`src/rtl/rr_select_arbiter.sv`:
```
// Round-robin arbiter driving an 8:1 word selector; optional packet locking under `PACKET_LOCK_EN`.
// Registered select/grant, 1 cycle req->sel_valid; holds the grant while out_ready=0 and withdraws it if the granted req drops.
module rr_select_arbiter #(
  parameter int NUM_CH = 8
) (
  input  logic                      clk,
  input  logic                      rst_n,
  input  logic [NUM_CH-1:0]         req,
`ifdef PACKET_LOCK_EN
  input  logic [NUM_CH-1:0]         req_last,
`endif
  input  logic                      out_ready,
  output logic [$clog2(NUM_CH)-1:0] select,
  output logic [NUM_CH-1:0]         grant,
  output logic                      sel_valid
);

  localparam int SEL_W = $clog2(NUM_CH);

  typedef enum logic {S_IDLE = 1'b0, S_GRANT = 1'b1} state_t;

  state_t            r_state;
  logic [SEL_W-1:0]  r_ptr;
  logic [SEL_W-1:0]  r_select;
  logic [NUM_CH-1:0] r_grant;
  logic              r_sel_valid;

  logic              w_any;
  logic              w_rotate;
  logic [SEL_W-1:0]  w_pick_idle;
  logic [SEL_W-1:0]  w_pick_xfer;

  // First requester after base, wrapping; base itself is checked last.
  function automatic logic [SEL_W-1:0] f_pick(input logic [SEL_W-1:0] base,
                                               input logic [NUM_CH-1:0] r);
    logic [SEL_W-1:0] idx;
    f_pick = base;
    for (int k = NUM_CH; k >= 1; k--) begin
      idx = base + SEL_W'(k);
      if (r[idx]) f_pick = idx;
    end
  endfunction

  assign w_any       = |req;
  assign w_pick_idle = f_pick(r_ptr, req);
  assign w_pick_xfer = f_pick(r_select, req);

`ifdef PACKET_LOCK_EN
  assign w_rotate = req_last[r_select];
`else
  assign w_rotate = 1'b1;
`endif

  always_ff @(posedge clk) begin
    if (!rst_n) begin
      r_state     <= S_IDLE;
      r_sel_valid <= 1'b0;
      r_grant     <= '0;
      r_select    <= '0;
      r_ptr       <= '1;
    end else begin
      case (r_state)
        S_IDLE: begin
          if (w_any) begin
            r_state     <= S_GRANT;
            r_sel_valid <= 1'b1;
            r_select    <= w_pick_idle;
            r_grant     <= {{(NUM_CH-1){1'b0}}, 1'b1} << w_pick_idle;
          end
        end
        S_GRANT: begin
          if (out_ready) begin
            // A locked packet keeps its grant until the last word transfers.
            if (w_rotate) begin
              r_ptr <= r_select;
              if (w_any) begin
                r_select <= w_pick_xfer;
                r_grant  <= {{(NUM_CH-1){1'b0}}, 1'b1} << w_pick_xfer;
              end else begin
                r_state     <= S_IDLE;
                r_sel_valid <= 1'b0;
                r_grant     <= '0;
              end
            end
          end else if (!req[r_select]) begin
            r_state     <= S_IDLE;
            r_sel_valid <= 1'b0;
            r_grant     <= '0;
          end
        end
        default: begin
          r_state     <= S_IDLE;
          r_sel_valid <= 1'b0;
          r_grant     <= '0;
        end
      endcase
    end
  end

  assign select    = r_select;
  assign grant     = r_grant;
  assign sel_valid = r_sel_valid;

endmodule
```
`config.mk`:
```
export PLATFORM = sky130hd
export DESIGN_NAME = rr_select_arbiter
export DESIGN_NICKNAME = d
export VERILOG_FILES = /design/src/rtl/rr_select_arbiter.sv
export SDC_FILE = /design/constraint.sdc
export NUM_CORES = 1
export LEC_CHECK = 0
export ABC_AREA = 1
export ABC_CLOCK_PERIOD_IN_PS = 2100
export CAP_MARGIN = 20
export CORE_MARGIN = 4
export CORE_UTILIZATION = 45
export DETAILED_ROUTE_END_ITERATION = 10
export GPL_TIMING_DRIVEN = 0
export HOLD_SLACK_MARGIN = 0.12
export PLACE_DENSITY = 0.66
export SETUP_SLACK_MARGIN = 0.4
export SKIP_LAST_GASP = 1
export SLEW_MARGIN = 5
export SYNTH_ARGS = -nofsm -noshare
export SYNTH_HDL_FRONTEND = slang
export SYNTH_SLANG_ARGS = --single-unit
```
`constraint.sdc`:
```
create_clock -name clk -period 2.1 [get_ports clk]
set_input_delay 0.42 -clock clk [delete_from_list [all_inputs] [get_ports clk]]
set_output_delay 0.42 -clock clk [all_outputs]
set_load 0.02 [all_outputs]
```
==> results.sh <==
export IMPL_clock_sinks=16
export IMPL_cp_top_family="simple AND/OR/NAND/NOR gates"
export IMPL_dpl_cell_area_um2=2450
export IMPL_leakage_nw=1.46
export IMPL_num_antenna_cells=0
export IMPL_synth_edf_count=0
export IMPL_worstMarginPinSlew_ns=0.315
export IMPL_cp_max_fo=6
export IMPL_clk_path_buf_depth=2
export IMPL_start_util_pct=46.7
export IMPL_synth_main_ff_cell="dfxtp_1"
export IMPL_fmax_mhz=471
export IMPL_drt_pass1_iterations=5
export IMPL_slowest_stage="dfxtp_4"
export IMPL_status="complete, but fails checks"
export IMPL_fin_ws_ns=-0.0243
export IMPL_hold_buffers=0
export IMPL_hold_violations=0
export IMPL_yosysSeqAreaShare_pct=15.6
export IMPL_drc=0
export IMPL_clock_latency_ns=0.26
export IMPL_grt_pass1_vias=2220
export IMPL_hold_path_class="register to register"
export IMPL_viasPerCell=5.21
export IMPL_antenna_found_initial=0
export IMPL_synth_warnings=0
export IMPL_synth_net_count=379
export IMPL_setup_viol=4
export IMPL_violations="setup timing"
export IMPL_ys_ff_latch=16
export IMPL_maxCapViolCount=0
export IMPL_fin_crit_ns=2.12
export IMPL_maxSlewHeadroom_pct=78.9
export IMPL_arrival_ns=2.27
export IMPL_groute_usage_overall_pct=22.2
export IMPL_num_rows=24
export IMPL_yosysUniqueCellTypes=29
export IMPL_grt_max_degree=11
export IMPL_path_cells="inv_4 -> buf_8 -> ha_4 -> inv_8 -> nand3_2 -> nand3_2 -> nand2_1 -> inv_1 -> nor2_1 -> inv_1 -> nand2_2 -> nor2_2 -> nand2_1 -> nand2_1 -> nor2_1 -> nor2_1"
export IMPL_rsz0062_at_grt="yes"
export IMPL_h_tree_depth=1
export IMPL_io_pins=23
export IMPL_timing_final_crit_share_pct=101
export IMPL_hpwl_um=4290
export IMPL_ir_drop_v=0.00108
export IMPL_netlist_area_leader_share_pct=22.2
export IMPL_syn_area_per_cell_um2=5.62
export IMPL_n_fill_cell=415
export IMPL_cp_end_kind="register"
export IMPL_die_area_um2=5690
export IMPL_power_mw=3.42
export IMPL_cp_data_required_time_ns=2.24
export IMPL_slew_viol_final=0
export IMPL_post_place_ws_ns=-0.363
export IMPL_wirelength_um=5810
export IMPL_skew_ns=0.00638
export IMPL_critical_path_max_stage_delay_ns=0.37
export IMPL_drive_above_1_share_pct=32.8
export IMPL_die_x_um=75.4
export IMPL_synthArstFlopShare_pct=0
export IMPL_nets=421
export IMPL_grt_pass1_wl_um=9860
export IMPL_numCtsBuffers=3
export IMPL_grt_remaining_overflow=0
export IMPL_powerDensity_nw_per_um2=1220
export IMPL_hold_depth=2
export IMPL_crit_buf_inv=5
export IMPL_root_buffer="clkbuf_8"
export IMPL_drt_iter0_markers=203
export IMPL_ant_nets=0
export IMPL_synth_top_area_cell="nand2_1"
export IMPL_routedWlPerCell_um=12.7
export IMPL_syn2layout_area_growth_pct=37.2
export IMPL_cts_tree="built"
export IMPL_critPathLaunchType="register"
export IMPL_clk_pin_slew_ns=0.06
export IMPL_crit_type="register to register"
export IMPL_die_height_um=75.4
export IMPL_rr_worst_depth=16
export IMPL_worst_path_stages=16
export IMPL_numPortBuffers=22
export IMPL_design_area_um2=2810
export IMPL_post_route_util_pct=64.1
export IMPL_coreArea_um2=4380
export IMPL_synthTopCellsByArea="nand2_1, nand3_1, dfxtp_1"
export IMPL_syn_inst=364
export IMPL_gp_congestion=0.887
export IMPL_vias=2379
export IMPL_netlist_area_um2=2050
## cell families (layout without fill, tap and decap cells)
logic type	Yosys count	after routing	share of synthesized area [%]
AOI/OAI and AO/OA	35	35	9.78
xor gates and xnor gates	5	5	3.24
adders and majority gates	4	4	2.45
buffers and inverters	52	93	12.4
DFF	16	16	15.6
and+or+nand+nor	252	252	56.5
## where the power goes
group | leakage, nW | internal, mW | total, mW | switching, mW
sequential | 0.132 | 0.376 | 0.414 | 0.0385
combinational | 1.30 | 1.03 | 2.76 | 1.73
clock | 0.0228 | 0.135 | 0.244 | 0.109
## synthesized netlist by cell type (2+ instances only)
| cell type | instances |
|---|---|
| o21ai_0 | 10 |
| buf_2 | 2 |
| buf_4 | 4 |
| o211ai_1 | 3 |
| nor4_1 | 2 |
| inv_2 | 15 |
| nor2_2 | 2 |
| nand3_2 | 10 |
| dfxtp_1 | 16 |
| xor2_2 | 2 |
| nand2_1 | 121 |
| buf_6 | 4 |
| a21oi_2 | 2 |
| nand3_1 | 66 |
| nor2_1 | 31 |
| ha_1 | 4 |
| inv_1 | 25 |
| nand2_2 | 18 |
| a21oi_1 | 17 |
## cell usage in the layout (no fill, tap or decap), drive strengths merged, types with 2 or more instances in the layout
cell type / n
clkdlybuf4s50: 13
dfxtp: 16
ha: 4
nor4: 2
xnor2: 2
a21oi: 19
buf: 25
o211ai: 3
xor2: 3
dlymetal6s2s: 4
o21ai: 10
nand3: 76
clkbuf: 4
nor2: 33
nand2: 140
inv: 41
dlygate4sd2: 6
## routing by layer
| layer | global-route usage (%) | part of all wire, % | vias up |
|---|---|---|---|
| li1 | - | - | 1251 |
| met1 | 31.1 | 49 | 1071 |
| met2 | 36.5 | 46 | 51 |
| met3 | 1.98 | 4.4 | 6 |
| met4 | 5.63 | 0.98 | 0 |
| met5 | 0 | 0 | - |
## worst register-to-register path, delay by kind of cell (launching register included)
family,cells,cell delay (ns)
flip-flops,1,0.37
buffers and inverters,5,0.37
adder cells (fa/ha/maj),1,0.33
AND/OR/NAND/NOR,10,0.96
## sequential cells by signal, summed over array words and instances, names as in the netlist
name and cells:
r_ptr 3, grant 8, sel_valid 1, r_state 1, select 3
## area by class of cell
cell class / instances / area (um^2) / area share (%)
repair buffers: 37 / 333 / 11.8
flip-flops and latches: 16 / 330 / 11.8
plain buffers: 11 / 119 / 4.23
clock buffers: 4 / 45.0 / 1.60
well taps: 52 / 65.1 / 2.32
inverters: 41 / 186 / 6.64
multi-input cells: 296 / 1730 / 61.6
## through the flow
| step | hold WS, ns | TNS [ns] | instances |
|---|---|---|---|
| 2_1_floorplan | 0.517 | 0 | 364 |
| 3_3_place_gp | 0.509 | -3.48 | 438 |
| 3_5_place_dp | 0.515 | -3.52 | 438 |
| 4_1_cts | 0.528 | -0.0273 | 456 |
| 5_1_grt | 0.553 | -1.90 | 457 |
| 6_report | 0.525 | -0.0563 | 457 |
## worst paths after layout
path,slack [ns],to,startpoint
worst max-delay path,-0.02,grant[1]$_SDFFE_PN0P_,select[0]$_SDFFE_PN0P_
worst min-delay path,0.53,grant[2]$_SDFFE_PN0P_,grant[2]$_SDFFE_PN0P_
worst max register to register,-0.02,grant[1]$_SDFFE_PN0P_,select[0]$_SDFFE_PN0P_
worst min register to register,0.53,grant[2]$_SDFFE_PN0P_,grant[2]$_SDFFE_PN0P_
## what timing repair did
action / 4_1_cts / 5_1_grt
pin swaps: 18 / 3
gates resized for setup: 52 / 10
setup endpoints to repair: 11 / 14
buffers inserted: 14 / 1
(Power assumes the default switching activity.)
